File: src/rtl/fetch_unit_pkg.sv
// Shared definitions for the fetch stage and the control unit downstream of it.
//   - fetch FSM state encoding
//   - opcode field width and helpers that give its MSB/LSB in an instruction word
//   - default reset PC
package fetch_unit_pkg;

  typedef enum logic [1:0] {
    StIdle  = 2'd0,
    StReq   = 2'd1,
    StFault = 2'd2
  } fetch_state_e;

  // The opcode is the top OPCODE_W bits of the instruction word.
  localparam int unsigned OPCODE_W = 4;

  localparam logic [15:0] RESET_PC_DEFAULT = 16'h0000;

  function automatic int unsigned opcode_msb(input int unsigned data_w);
    return data_w - 1;
  endfunction

  function automatic int unsigned opcode_lsb(input int unsigned data_w);
    return data_w - OPCODE_W;
  endfunction

endpackage

File: src/rtl/fetch_timer.sv
// Fetch timeout counter.
//   clk, reset : clock, asynchronous active-low reset
//   clr        : zero the count (fetch accepted, REQ about to be entered)
//   en         : a REQ cycle without ack; the count advances
//   expired    : this enabled cycle brings the count to Limit
module fetch_timer #(
  parameter int unsigned Limit = 15
) (
  input  logic clk,
  input  logic reset,
  input  logic clr,
  input  logic en,
  output logic expired
);

  // The count never has to hold Limit itself: the cycle that would reach it
  // either takes an ack or leaves REQ for FAULT.
  localparam int unsigned CntW = (Limit > 1) ? $clog2(Limit) : 1;

  logic [CntW-1:0] cnt_q;

  always_ff @(posedge clk or negedge reset) begin
    if (!reset) begin
      cnt_q <= '0;
    end else if (clr) begin
      cnt_q <= '0;
    end else if (en) begin
      cnt_q <= cnt_q + CntW'(1);
    end
  end

  assign expired = en && (cnt_q == CntW'(Limit - 1));

endmodule

File: src/rtl/fetch_unit.sv
// Instruction fetch stage: holds PC and IR, reads instruction words over a
// req/ack handshake and presents the opcode to the control unit.
//
// Optional feature: define FETCH_TIMEOUT_EN to add a REQ timeout that parks the
// unit in a sticky FAULT state (left only by reset). Without it REQ waits forever
// and fetch_fault is tied low.
//
// Ports:
//   clk, reset         : clock, asynchronous active-low reset
//   fetch              : strobe requesting the next instruction (accepted in IDLE)
//   pc_load, pc_target : branch target load (deferred to the ack while in REQ)
//   mem_req, mem_addr  : memory read request and address (address = PC)
//   mem_ack, mem_data  : read completion and instruction word
//   ir, opcode         : instruction register and its opcode field
//   ir_valid           : IR holds a completed fetch
//   busy               : fetch in progress
//   pc                 : current program counter
//   fetch_fault        : sticky fetch timeout
module fetch_unit
  import fetch_unit_pkg::*;
#(
  parameter int unsigned        ADDR_W   = 16,
  parameter int unsigned        DATA_W   = 16,
  parameter logic [ADDR_W-1:0]  RESET_PC = ADDR_W'(RESET_PC_DEFAULT),
  parameter int unsigned        TIMEOUT  = 15
) (
  input  logic              clk,
  input  logic              reset,
  input  logic              fetch,
  input  logic              pc_load,
  input  logic [ADDR_W-1:0] pc_target,
  output logic              mem_req,
  output logic [ADDR_W-1:0] mem_addr,
  input  logic              mem_ack,
  input  logic [DATA_W-1:0] mem_data,
  output logic [DATA_W-1:0] ir,
  output logic [3:0]        opcode,
  output logic              ir_valid,
  output logic              busy,
  output logic [ADDR_W-1:0] pc,
  output logic              fetch_fault
);

  fetch_state_e      state_q;
  logic [ADDR_W-1:0] pc_q;
  logic [DATA_W-1:0] ir_q;
  logic              ir_valid_q;
  logic              pend_valid_q;
  logic [ADDR_W-1:0] pend_target_q;
  logic              tmr_expired;

`ifdef FETCH_TIMEOUT_EN
  logic tmr_clr;
  logic tmr_en;

  assign tmr_clr = (state_q == StIdle) && fetch;
  assign tmr_en  = (state_q == StReq) && !mem_ack;

  fetch_timer #(
    .Limit (TIMEOUT)
  ) u_fetch_timer (
    .clk     (clk),
    .reset   (reset),
    .clr     (tmr_clr),
    .en      (tmr_en),
    .expired (tmr_expired)
  );
`else
  assign tmr_expired = 1'b0;

  logic unused_timeout;
  assign unused_timeout = ^TIMEOUT;
`endif

  always_ff @(posedge clk or negedge reset) begin
    if (!reset) begin
      state_q       <= StIdle;
      pc_q          <= RESET_PC;
      ir_q          <= '0;
      ir_valid_q    <= 1'b0;
      pend_valid_q  <= 1'b0;
      pend_target_q <= '0;
    end else begin
      unique case (state_q)
        StIdle: begin
          // Load lands before the fetch starts, so the fetch reads pc_target.
          if (pc_load) begin
            pc_q <= pc_target;
          end
          if (fetch) begin
            state_q    <= StReq;
            ir_valid_q <= 1'b0;
          end
        end
        StReq: begin
          if (mem_ack) begin
            state_q      <= StIdle;
            ir_q         <= mem_data;
            ir_valid_q   <= 1'b1;
            pend_valid_q <= 1'b0;
            // A load in the ack cycle is the most recent pending load.
            if (pc_load) begin
              pc_q <= pc_target;
            end else if (pend_valid_q) begin
              pc_q <= pend_target_q;
            end else begin
              pc_q <= pc_q + ADDR_W'(1);
            end
          end else begin
            // PC must stay put while mem_addr is being presented.
            if (pc_load) begin
              pend_valid_q  <= 1'b1;
              pend_target_q <= pc_target;
            end
            if (tmr_expired) begin
              state_q <= StFault;
            end
          end
        end
        StFault: begin
          // Sticky until reset.
        end
        default: begin
          state_q <= StIdle;
        end
      endcase
    end
  end

  assign mem_req  = (state_q == StReq);
  assign busy     = (state_q == StReq);
  assign mem_addr = pc_q;
  assign pc       = pc_q;
  assign ir       = ir_q;
  assign ir_valid = ir_valid_q;
  assign opcode   = ir_q[opcode_msb(DATA_W):opcode_lsb(DATA_W)];

`ifdef FETCH_TIMEOUT_EN
  assign fetch_fault = (state_q == StFault);
`else
  assign fetch_fault = 1'b0;
`endif

endmodule

File: config.mk
export PLATFORM = sky130hd
export DESIGN_NAME = fetch_unit
export DESIGN_NICKNAME = d
export VERILOG_FILES = /design/src/rtl/fetch_unit_pkg.sv /design/src/rtl/fetch_timer.sv /design/src/rtl/fetch_unit.sv
export SDC_FILE = /design/constraint.sdc
export NUM_CORES = 1
export LEC_CHECK = 0
export CORE_UTILIZATION = 40
export CTS_BUF_LIST = sky130_fd_sc_hd__clkbuf_8
export DETAILED_ROUTE_END_ITERATION = 8
export PLACE_DENSITY = 0.7
export SETUP_SLACK_MARGIN = 0.5
export SKIP_CTS_REPAIR_TIMING = 1
export SYNTH_ARGS = -nofsm -noshare
export SYNTH_HDL_FRONTEND = slang
export SYNTH_SLANG_ARGS = --single-unit
File: constraint.sdc
create_clock -name clk -period 3.3 [get_ports clk]
set_input_delay 0.495 -clock clk [delete_from_list [all_inputs] [get_ports clk]]
set_output_delay 0.495 -clock clk [all_outputs]
set_load 0.05 [all_outputs]
==> results of run 1 <==
-- sequential cells by signal, summed over array words and instances (netlist names) --
register       flops
state_q            1
pend_valid_q       1
ir                16
ir_valid           1
mem_addr          16
pend_target_q     16
-- logic make-up (layout without fill, tap and decap cells) --
group / after synthesis / after routing / synth area share
xor+xnor: 6 / 6 / 0.0188
flops: 51 / 51 / 0.456
other cells: 1 / 1 / 0.00134
simple gates: 61 / 61 / 0.120
compound gates: 59 / 59 / 0.138
buf+inv: 41 / 111 / 0.0876
mux: 44 / 44 / 0.174
fa+ha+maj: 1 / 1 / 0.00447
-- area by class of cell --
| type | instances | area (µm²) |
|---|---|---|
| multi-input cells | 172 | 1280 |
| clock inverters | 3 | 16.3 |
| flip-flops and latches | 51 | 1280 |
| clock buffers | 5 | 68.8 |
| inverters | 5 | 18.8 |
| well taps | 96 | 120 |
| fillers | 625 | 3060 |
| repair buffers | 98 | 958 |
-- path summary, 6_finish.rpt --
| check | startpoint | to | slack, ps | cells past startpoint |
|---|---|---|---|---|
| setup / recovery | state_q[0] | busy | 940 | 1 |
| hold / removal | reset | ir[6] | 170 | 1 |
| setup reg to reg | mem_addr[4] | mem_addr[11] | 1290 | 4 |
| hold reg to reg | pend_target_q[5] | pend_target_q[5] | 510 | 1 |
| max in group asynchronous | reset | mem_addr[9] | 2350 | 2 |
| min in group clk | pend_target_q[5] | pend_target_q[5] | 510 | 1 |
-- stage by stage --
stage                     std cells  total power [µW]  utilization  setup WS, ps
after floorplan                 264              1720            -          1230
after global placement          422              2040        0.538           951
after detailed placement        422              2050        0.538           940
after CTS                       430              2410        0.550           933
after global routing            430              2510        0.550           831
final                           430              2390        0.550           939
-- cells in the mapped netlist --
| cell type | n |
|---|---|
| nand2b_1 | 10 |
| nor4bb_1 | 1 |
| nand3b_1 | 2 |
| a21oi_2 | 1 |
| a2bb2oi_2 | 1 |
| xor2_1 | 1 |
| nand3_2 | 1 |
| o31a_2 | 1 |
| inv_1 | 5 |
| o221a_2 | 2 |
| o311ai_1 | 2 |
| clkbuf_1 | 5 |
| mux2_2 | 38 |
| nand3_1 | 7 |
| o311ai_0 | 1 |
| or3_1 | 2 |
| or4_1 | 2 |
| a21oi_1 | 23 |
| and3_1 | 3 |
| conb_1 | 1 |
| o31ai_1 | 5 |
| nor2b_1 | 1 |
| o21ai_0 | 6 |
| mux2i_1 | 6 |
| buf_1 | 2 |
| nand2_1 | 11 |
| buf_4 | 22 |
| ha_1 | 1 |
| nand4_1 | 3 |
| nor3_1 | 5 |
| nand4_2 | 1 |
| o221ai_1 | 1 |
| a2bb2oi_1 | 1 |
| dfrtp_1 | 51 |
| xnor2_1 | 5 |
| nor2_1 | 9 |
| o21a_1 | 3 |
| o32ai_1 | 1 |
| o211a_1 | 1 |
| buf_2 | 7 |
| o22ai_1 | 10 |
| nor4_1 | 3 |
-- power groups by stage --
stage / Clock (µW) / Sequential, µW / Combinational, µW
finish: 356 / 905 / 1130
global route: 384 / 927 / 1200
CTS: 363 / 905 / 1140
detailed placement: 0 / 916 / 1140
global placement: 0 / 909 / 1130
floorplan: 0 / 1150 / 569
-- metal layers --
layer	vias up	wire (µm)
li1	1082	-
met1	1094	2820
met2	82	3120
met3	7	430
met4	0	63
met5	-	0
==> summary.md, run 1 <==
| Metric | Value |
|---|---|
| Status | completed |
| Layout area overhead | 33.5% |
| Synth Area per Inst | 10.6 µm² |
| Rel. slew slack | 0.337 |
| Final-report setup violation count | 0 |
| Endpoints failing hold | 0 |
| Grt met3 use | 0.0443 |
| Yosys top cell by area | dfrtp_1 |
| Drt via density | 5.27 |
| P_leak | 0.00147 µW |
| Crit-path max cell delay | 900 ps |
| Clock sink count | between 50 and 60 |
| Core footprint | a little under 7000 µm² |
| Fmax | 0.423 GHz |
| Clock Path Buffers | 2 |
| Count of state elements after synthesis | between 50 and 60 |
| CP Capture Type | output pin |
| Sequential fraction of the synthesis area | 0.456 |
| Ratio of cells with drive above 1 in the final layout | 0.180 |
| # diodes | 0 |
| Largest net degree at the start of global routing | 31 |
| CP required | 2800 ps |
| Die height | 85.7 µm |
| H-tree depth | 2 |
| Synth cell types | 42 |
| DR vias | 2265 |
| Num ports | 93 |
| GRT overflow | 0 |
| Clock power share | 0.149 |
| Mapped Cells | 264 |
| Fin nets | 371 |
| Worst setup path category | reg -> out |
| WHS | between 150 and 200 ps |
| CTS tree | yes |
| Dpl cell area | 3650 µm² |
| Placer Congestion | between 0.7 and 0.8 |
| Seq pwr share | 0.378 |
| Die area | 7340 µm² |
| DRC | 0 |
| Pre-antenna DRT Iters | 4 |
| Max Transition Viols Final | 0 |
| Post-layout min period | 2360 ps |
| Worst Tran Pin Value | about 970 ps |
| Final ANT Viol Nets | 0 |
| Commonest non-fill, non-tap cell in the layout | clkdlybuf4s50_1 |
| DR iter-0 viols | approximately 120 |
| DIE WIDTH | 85.7 µm |
| Critical Path AT | 1870 ps |
| Wire per inst | 15.0 µm |
| Mapped Area | about 2800 µm² |
| Area contributors post-synth | dfrtp_1, mux2_2, buf_4 |
| PwrDens | 640 nW/µm² |
| Setup TNS | 0 ps |
| Worst path cell trace | clkdlybuf4s50_1 |
| Hold Path Class | in -> async |
| Worst skew pair latency | 300 ps |
| HPWL Detailed | 4670 µm |
| P_int | 1340 µW |
| Cell area after layout | between 3000 and 4000 µm² |
| Synth Warn # | 0 |
| Logic gate share of total power | 0.473 |
| CTS Buf Count | 5 |
| First-pass GRT wire length | 10600 µm |
| Most frequent cells in the layout | clkdlybuf4s50_1, dfrtp_1, mux2_2, a21oi_1, nand2_1 |
| Net count after synthesis | 302 |
| Initial antenna violation count | 0 |
| Worst path bufs/invs | 1 |
| Sw power | 1050 µW |
| Port Buf Inserts | 91 |
| Rows | 30 |
| Clk slew on worst S/H paths | around 100 ps |
| Sw Ratio | 0.439 |
| Busiest grt layer | met2 |
| CP max FO | 15 |
| Initial core utilization | 0.412 |
| All-layer global routing usage | 0.184 |
| Final period utilization | 0.716 |
| RSZ-0062 raised after global routing | false |
| Max_cap viols | 0 |
| Critical path startpoint category | register |
| Detailed Route WL | 6440 µm |
| Root buffer cell | clkbuf_8 |
| Post-synth top area share | 0.456 |
| Met1 global-route usage | 0.241 |
| Clock Skews | 8.66 ps |
| Maximum vdd drop | between 0.3 and 0.4 mV |
| Vias in the first global route | 2240 |
| Critical-path top delay cell | clkdlybuf4s50_1 |
| Crit path max-delay family | buffers and inverters |
| GR met2 Demand/Resource | 0.305 |
No activity file was read; power rests on OpenSTA's default activity.
==> run 2, diff against run 1 <==
==> constraint.sdc (replaced) <==
create_clock -name clk -period 2.2 [get_ports clk]
set_input_delay 0.33 -clock clk [delete_from_list [all_inputs] [get_ports clk]]
set_output_delay 0.33 -clock clk [all_outputs]
set_load 0.05 [all_outputs]
==> summary.md, run 2 (synthesized netlist as in run 1, its figures left out) <==
| Metric | Value |
|---|---|
| Grt met3 use | 0.0587 (was 0.0443) |
| GR met2 Demand/Resource | 0.310 (was 0.305) |
| Critical Path AT | 1880 ps (was 1870 ps) |
| Sw power | 1610 µW (was 1050 µW) |
| DIE WIDTH | 85.7 µm (unchanged) |
| Worst flop-to-flop path endpoint | mem_addr[11] (unchanged) |
| WHS | -12.4 ps (was 174 ps) |
| CP required | 2390 ps (was 2800 ps) |
| Max_cap viols | 0 (unchanged) |
| Fin nets | 377 (was 371) |
| R2R cell count | 4 (unchanged) |
| Critical-path top delay cell | dfrtp_2 (was clkdlybuf4s50_1) |
| Dpl cell area | 3740 µm² (was 3650 µm²) |
| CP Capture Type | register (was output pin) |
| Worst path cell trace | nand4_2 > or3_4 > o311ai_0 > a2bb2oi_1 (was clkdlybuf4s50_1) |
| Worst setup path category | reg -> reg (was reg -> out) |
| Critical path startpoint category | register (unchanged) |
| Wire per inst | 15.8 µm (was 15.0 µm) |
| All-layer global routing usage | 0.191 (was 0.184) |
| Root buffer cell | clkbuf_8 (unchanged) |
| Cell area after layout | 4060 µm² (was 3740 µm²) |
| Endpoints failing hold | 18 (was 0) |
| Max Transition Viols Final | 0 (unchanged) |
| Initial antenna violation count | 0 (unchanged) |
| GRT overflow | 0 (unchanged) |
| Port Buf Inserts | 91 (unchanged) |
| CP startpoint | mem_addr[2] (was state_q[0]) |
| Rows | 30 (unchanged) |
| CTS Buf Count | 5 (unchanged) |
| Hold Path Class | in -> async (unchanged) |
| Final Power | 3800 µW (was 2390 µW) |
| Rel. slew slack | 0.522 (was 0.337) |
| Fmax | 0.594 GHz |
| Ratio of cells with drive above 1 in the final layout | 0.247 (was 0.180) |
| Initial core utilization | 0.412 (unchanged) |
| Num ports | 93 (unchanged) |
| Clk slew on worst S/H paths | 100 ps (about the same) |
| Post-layout min period | about 1700 ps |
| Critical Path End | mem_addr[11] (was busy) |
| Post-Place Cells | 424 (was 422) |
| Layout area overhead | 44.9% (was 33.5%) |
| Detailed Route WL | 6910 µm (was 6440 µm) |
| Maximum vdd drop | 0.514 mV (was 0.373 mV) |
| CTS tree | yes (unchanged) |
| Largest net degree at the start of global routing | 31 (unchanged) |
| Crit-path max cell delay | 490 ps (was 900 ps) |
| Die area | 7340 µm² (unchanged) |
| Core footprint | 6790 µm² (unchanged) |
| Worst skew pair latency | 310 ps (was 300 ps) |
| Met1 global-route usage | 0.248 (was 0.241) |
| Commonest non-fill, non-tap cell in the layout | dlymetal6s2s_1 (was clkdlybuf4s50_1) |
| Fill cells | 578 (was 625) |
| Clock power share | 0.182 (was 0.149) |
| Flop2flop setup slack | 520 ps (was 1290 ps) |
| Die height | 85.7 µm (unchanged) |
| Busiest grt layer | met2 (unchanged) |
| Pre-antenna DRT Iters | 5 (was 4) |
| Status | finished, violations left (was completed) |
| Final period utilization | 0.765 |
| Clock Skews | 9.16 ps (was 8.66 ps) |
| Final-report setup violation count | 0 (unchanged) |
| Final ANT Viol Nets | 0 (unchanged) |
| Failing checks | hold timing |
| Clock sink count | 51 (unchanged) |
| PwrDens | 936 nW/µm² (was 640 nW/µm²) |
| Logic gate share of total power | 0.463 (was 0.473) |
| RSZ-0062 raised after global routing | true (was false) |
| DR vias | 2317 (was 2265) |
| Crit path max-delay family | simple AND/OR/NAND/NOR gates (was buffers and inverters) |
| Worst Tran Pin Value | 703 ps (was 967 ps) |
| First-pass GRT wire length | 11000 µm (was 10600 µm) |
| Sw Ratio | 0.423 (was 0.439) |
| Clock Path Buffers | 2 (unchanged) |
| Worst path bufs/invs | 0 (was 1) |
| R2R Path Start | mem_addr[2] (was mem_addr[4]) |
| DRC | 0 (unchanged) |
| Stages on worst setup path | 4 (was 1) |
| H-tree depth | 2 (unchanged) |
| P_int | 2190 µW (was 1340 µW) |
| CP max FO | 8 (was 15) |
| Non-filler cells, final | 436 (was 430) |
| Vias in the first global route | 2259 (was 2240) |
| Setup TNS | 0 ps (unchanged) |
| HPWL Detailed | 4710 µm (was 4670 µm) |
| Most frequent cells in the layout | dlymetal6s2s_1, dfrtp_1, mux2_2, clkdlybuf4s50_1, a21oi_1 (was clkdlybuf4s50_1, dfrtp_1, mux2_2, a21oi_1, nand2_1) |
| DR iter-0 viols | 102 (was 121) |
| Seq pwr share | 0.355 (was 0.378) |
| # diodes | 0 (unchanged) |
| P_leak | 0.00210 µW (was 0.00147 µW) |
| Placer Congestion | 0.805 (was 0.763) |
| Drt via density | 5.31 (was 5.27) |
## run 2: area by class of cell
class / instances / area [µm²] / share of cell area
Clock buffer: 6 / 82.6 / 0.0204
Clock inverter: 2 / 35.0 / 0.00864
Inverter: 5 / 18.8 / 0.00463
Multi-Input combinational cell: 172 / 1320 / 0.326
Sequential cell: 51 / 1290 / 0.319
Tap cell: 96 / 120 / 0.0296
Timing Repair Buffer: 104 / 1180 / 0.291
## run 2: how the worst min path moves through the flow
stage | endpoint | start | slack, ps
global route | ir_valid | reset | 20
floorplan | ir[0] | reset | 30
global placement | ir[15] | reset | 350
detailed placement | ir[15] | reset | 350
CTS | mem_addr[15] | reset | 6
finish | ir_valid | reset | -10
## run 2: per-layer routing
metal / routed length, µm / part of all wire
met1: 3040 / 0.44
met3: 494 / 0.071
met5: 0 / 0
met2: 3300 / 0.48
met4: 71 / 0.010
## run 2: worst reg2reg max path: stages, from the launching register on
cell and delay [ps]:
dfrtp_2 490, nand4_2 250, or3_4 430, o311ai_0 300, a2bb2oi_1 100
## run 2: power by group through the flow
stage | Sequential (µW) | Combinational (µW) | Clock, µW
after floorplan | 1750 | 861 | 0
after global placement | 1370 | 1730 | 0
after detailed placement | 1370 | 1760 | 0
after CTS | 1360 | 1760 | 702
after global routing | 1380 | 1860 | 743
final | 1350 | 1760 | 689
## run 2: metrics by stage
stage / setup slack, ps / utilization
6_report: 516 / 0.597
2_1_floorplan: 431 / -
4_1_cts: 157 / 0.568
5_1_grt: 441 / 0.597
3_5_place_dp: 126 / 0.551
3_3_place_gp: 127 / 0.551
==> run 3, diff against run 2 <==
==> constraint.sdc (replaced) <==
create_clock -name clk -period 1.8 [get_ports clk]
set_input_delay 0.27 -clock clk [delete_from_list [all_inputs] [get_ports clk]]
set_output_delay 0.27 -clock clk [all_outputs]
set_load 0.05 [all_outputs]
==> summary.md, run 3 (synthesized netlist as in run 1, its figures left out) <==
| Metric | Value |
|---|---|
| PwrDens | 1140 nW/µm² (was 936 nW/µm²) |
| Num ports | 93 (unchanged) |
| Post-layout min period | 1600 ps (was 1680 ps) |
| Fin nets | 419 (was 377) |
| Clock Path Buffers | 2 (unchanged) |
| Worst path cell trace | ha_4 > nand3_4 > or4_1 > a21oi_2 > a2bb2oi_2 (was nand4_2 > or3_4 > o311ai_0 > a2bb2oi_1) |
| DR iter-0 viols | 108 (was 102) |
| DRC | 0 (unchanged) |
| DR vias | 2533 (was 2317) |
| P_leak | 0.00199 µW (was 0.00210 µW) |
| Ratio of cells with drive above 1 in the final layout | 0.521 (was 0.247) |
| Detailed Route WL | 7670 µm (was 6910 µm) |
| Final period utilization | 0.887 (was 0.765) |
| Final-report setup violation count | 0 (unchanged) |
| Core Util, Final | 0.656 (was 0.597) |
| RSZ-0062 raised after global routing | true (unchanged) |
| Status | completed (was finished, violations left) |
| R2R cell count | 5 (was 4) |
| Setup TNS | 0 ps (unchanged) |
| Clk slew on worst S/H paths | 100 ps (about the same) |
| Largest net degree at the start of global routing | 52 (was 31) |
| Post-Place Cells | 428 (was 424) |
| CP max FO | 7 (was 8) |
| Critical Path End | mem_addr[14] (was mem_addr[11]) |
| Worst flop-to-flop path endpoint | mem_addr[14] (was mem_addr[11]) |
| Clock sink count | 51 (unchanged) |
| Max_cap viols | 0 (unchanged) |
| Die area | 7340 µm² (unchanged) |
| Worst setup margin | 203 ps (was 516 ps) |
| DIE WIDTH | 85.7 µm (unchanged) |
| Drt via density | 5.30 (was 5.31) |
| Fmax | 0.626 GHz (was 0.594 GHz) |
| Rows | 30 (unchanged) |
| Commonest non-fill, non-tap cell in the layout | buf_4 (was dlymetal6s2s_1) |
| CTS tree | yes (unchanged) |
| GRT overflow | 0 (unchanged) |
| Layout area overhead | 59.1% (was 44.9%) |
| CP required | 2050 ps (was 2390 ps) |
| Most frequent cells in the layout | buf_4, dfrtp_1, clkdlybuf4s50_1, a21oi_1, mux2_4 (was dlymetal6s2s_1, dfrtp_1, mux2_2, clkdlybuf4s50_1, a21oi_1) |
| CP Capture Type | register (unchanged) |
| R2R Path Start | mem_addr[0] (was mem_addr[2]) |
| Crit-path max cell delay | 480 ps (was 490 ps) |
| Final ANT Viol Nets | 0 (unchanged) |
| CP startpoint | mem_addr[0] (was mem_addr[2]) |
| HPWL Detailed | 4590 µm (was 4710 µm) |
| CTS Buf Count | 5 (unchanged) |
| Non-filler cells, final | 478 (was 436) |
| Port Buf Inserts | 91 (unchanged) |
| Vias in the first global route | 2267 (was 2259) |
| Root buffer cell | clkbuf_8 (unchanged) |
| Initial core utilization | 0.412 (unchanged) |
| Clock Skews | 9.43 ps (was 9.16 ps) |
| Core footprint | 6790 µm² (unchanged) |
| Placer Congestion | 0.775 (was 0.805) |
| First-pass GRT wire length | 11000 µm (about the same) |
| Maximum vdd drop | 0.601 mV (was 0.514 mV) |
| Die height | 85.7 µm (unchanged) |
| Wire per inst | 16.1 µm (was 15.8 µm) |
| Initial antenna violation count | 0 (unchanged) |
| Worst setup path category | reg -> reg (unchanged) |
| Worst skew pair latency | 320 ps (was 310 ps) |
| Hold Path Class | in -> reg (was in -> async) |
| H-tree depth | 2 (unchanged) |
| Post-Place Setup Slack | 35.9 ps (was 126 ps) |
| Endpoints failing hold | 0 (was 18) |
| Flop2flop setup slack | 200 ps (was 520 ps) |
| All-layer global routing usage | 0.192 (was 0.191) |
| Critical-path top delay cell | or4_1 (was dfrtp_2) |
| Max Transition Viols Final | 0 (unchanged) |
| Critical Path AT | 1850 ps (was 1880 ps) |
| Pre-antenna DRT Iters | 4 (was 5) |
| Critical path startpoint category | register (unchanged) |
| # diodes | 0 (unchanged) |
-- run 3: worst max-delay path: cells and delay by family, from the launching register on --
| family | cells | cell delay (ps) |
|---|---|---|
| fa+ha+maj | 1 | 160 |
| compound gates | 2 | 300 |
| simple gates | 2 | 590 |
| flops | 1 | 470 |
-- run 3: metal layers --
metal,part of all wire,track usage,up-vias
met5,0,0,-
met4,0.020,0.0379,0
met3,0.073,0.0703,17
met2,0.48,0.314,111
met1,0.42,0.247,1230
li1,-,-,1175
-- run 3: through the flow --
step | hold WS (ps) | cell area, µm² | power, µW
final | 449 | 4450 | 5090
after global routing | 464 | 4450 | 5320
after detailed placement | 286 | 3850 | 3890
after CTS | -62.1 | 3980 | 4780
after floorplan | -25.6 | 3030 | 3300
after global placement | 286 | 3850 | 3870
-- run 3: report_power, final --
part / switching, µW / internal [µW] / total, µW
clock: 421 / 458 / 878
sequential: 251 / 1400 / 1660
combinational: 1480 / 1080 / 2560
-- run 3: cell type report --
cell class | count | area [µm²]
flip-flops and latches | 51 | 1310
repair buffers | 146 | 1330
well taps | 96 | 120
inverters | 5 | 18.8
fillers | 529 | 2340
multi-input cells | 172 | 1560
clock buffers | 6 | 82.6
clock inverters | 2 | 38.8
-- run 3: worst min-delay path by stage --
stage          startpoint                 to  depth (start not counted)
2_1_floorplan       reset              ir[0]                          0
5_1_grt           mem_ack         state_q[0]                          3
6_report          mem_ack         state_q[0]                          3
3_5_place_dp        reset  pend_target_q[11]                          2
4_1_cts             reset        mem_addr[2]                          2
3_3_place_gp        reset  pend_target_q[11]                          2
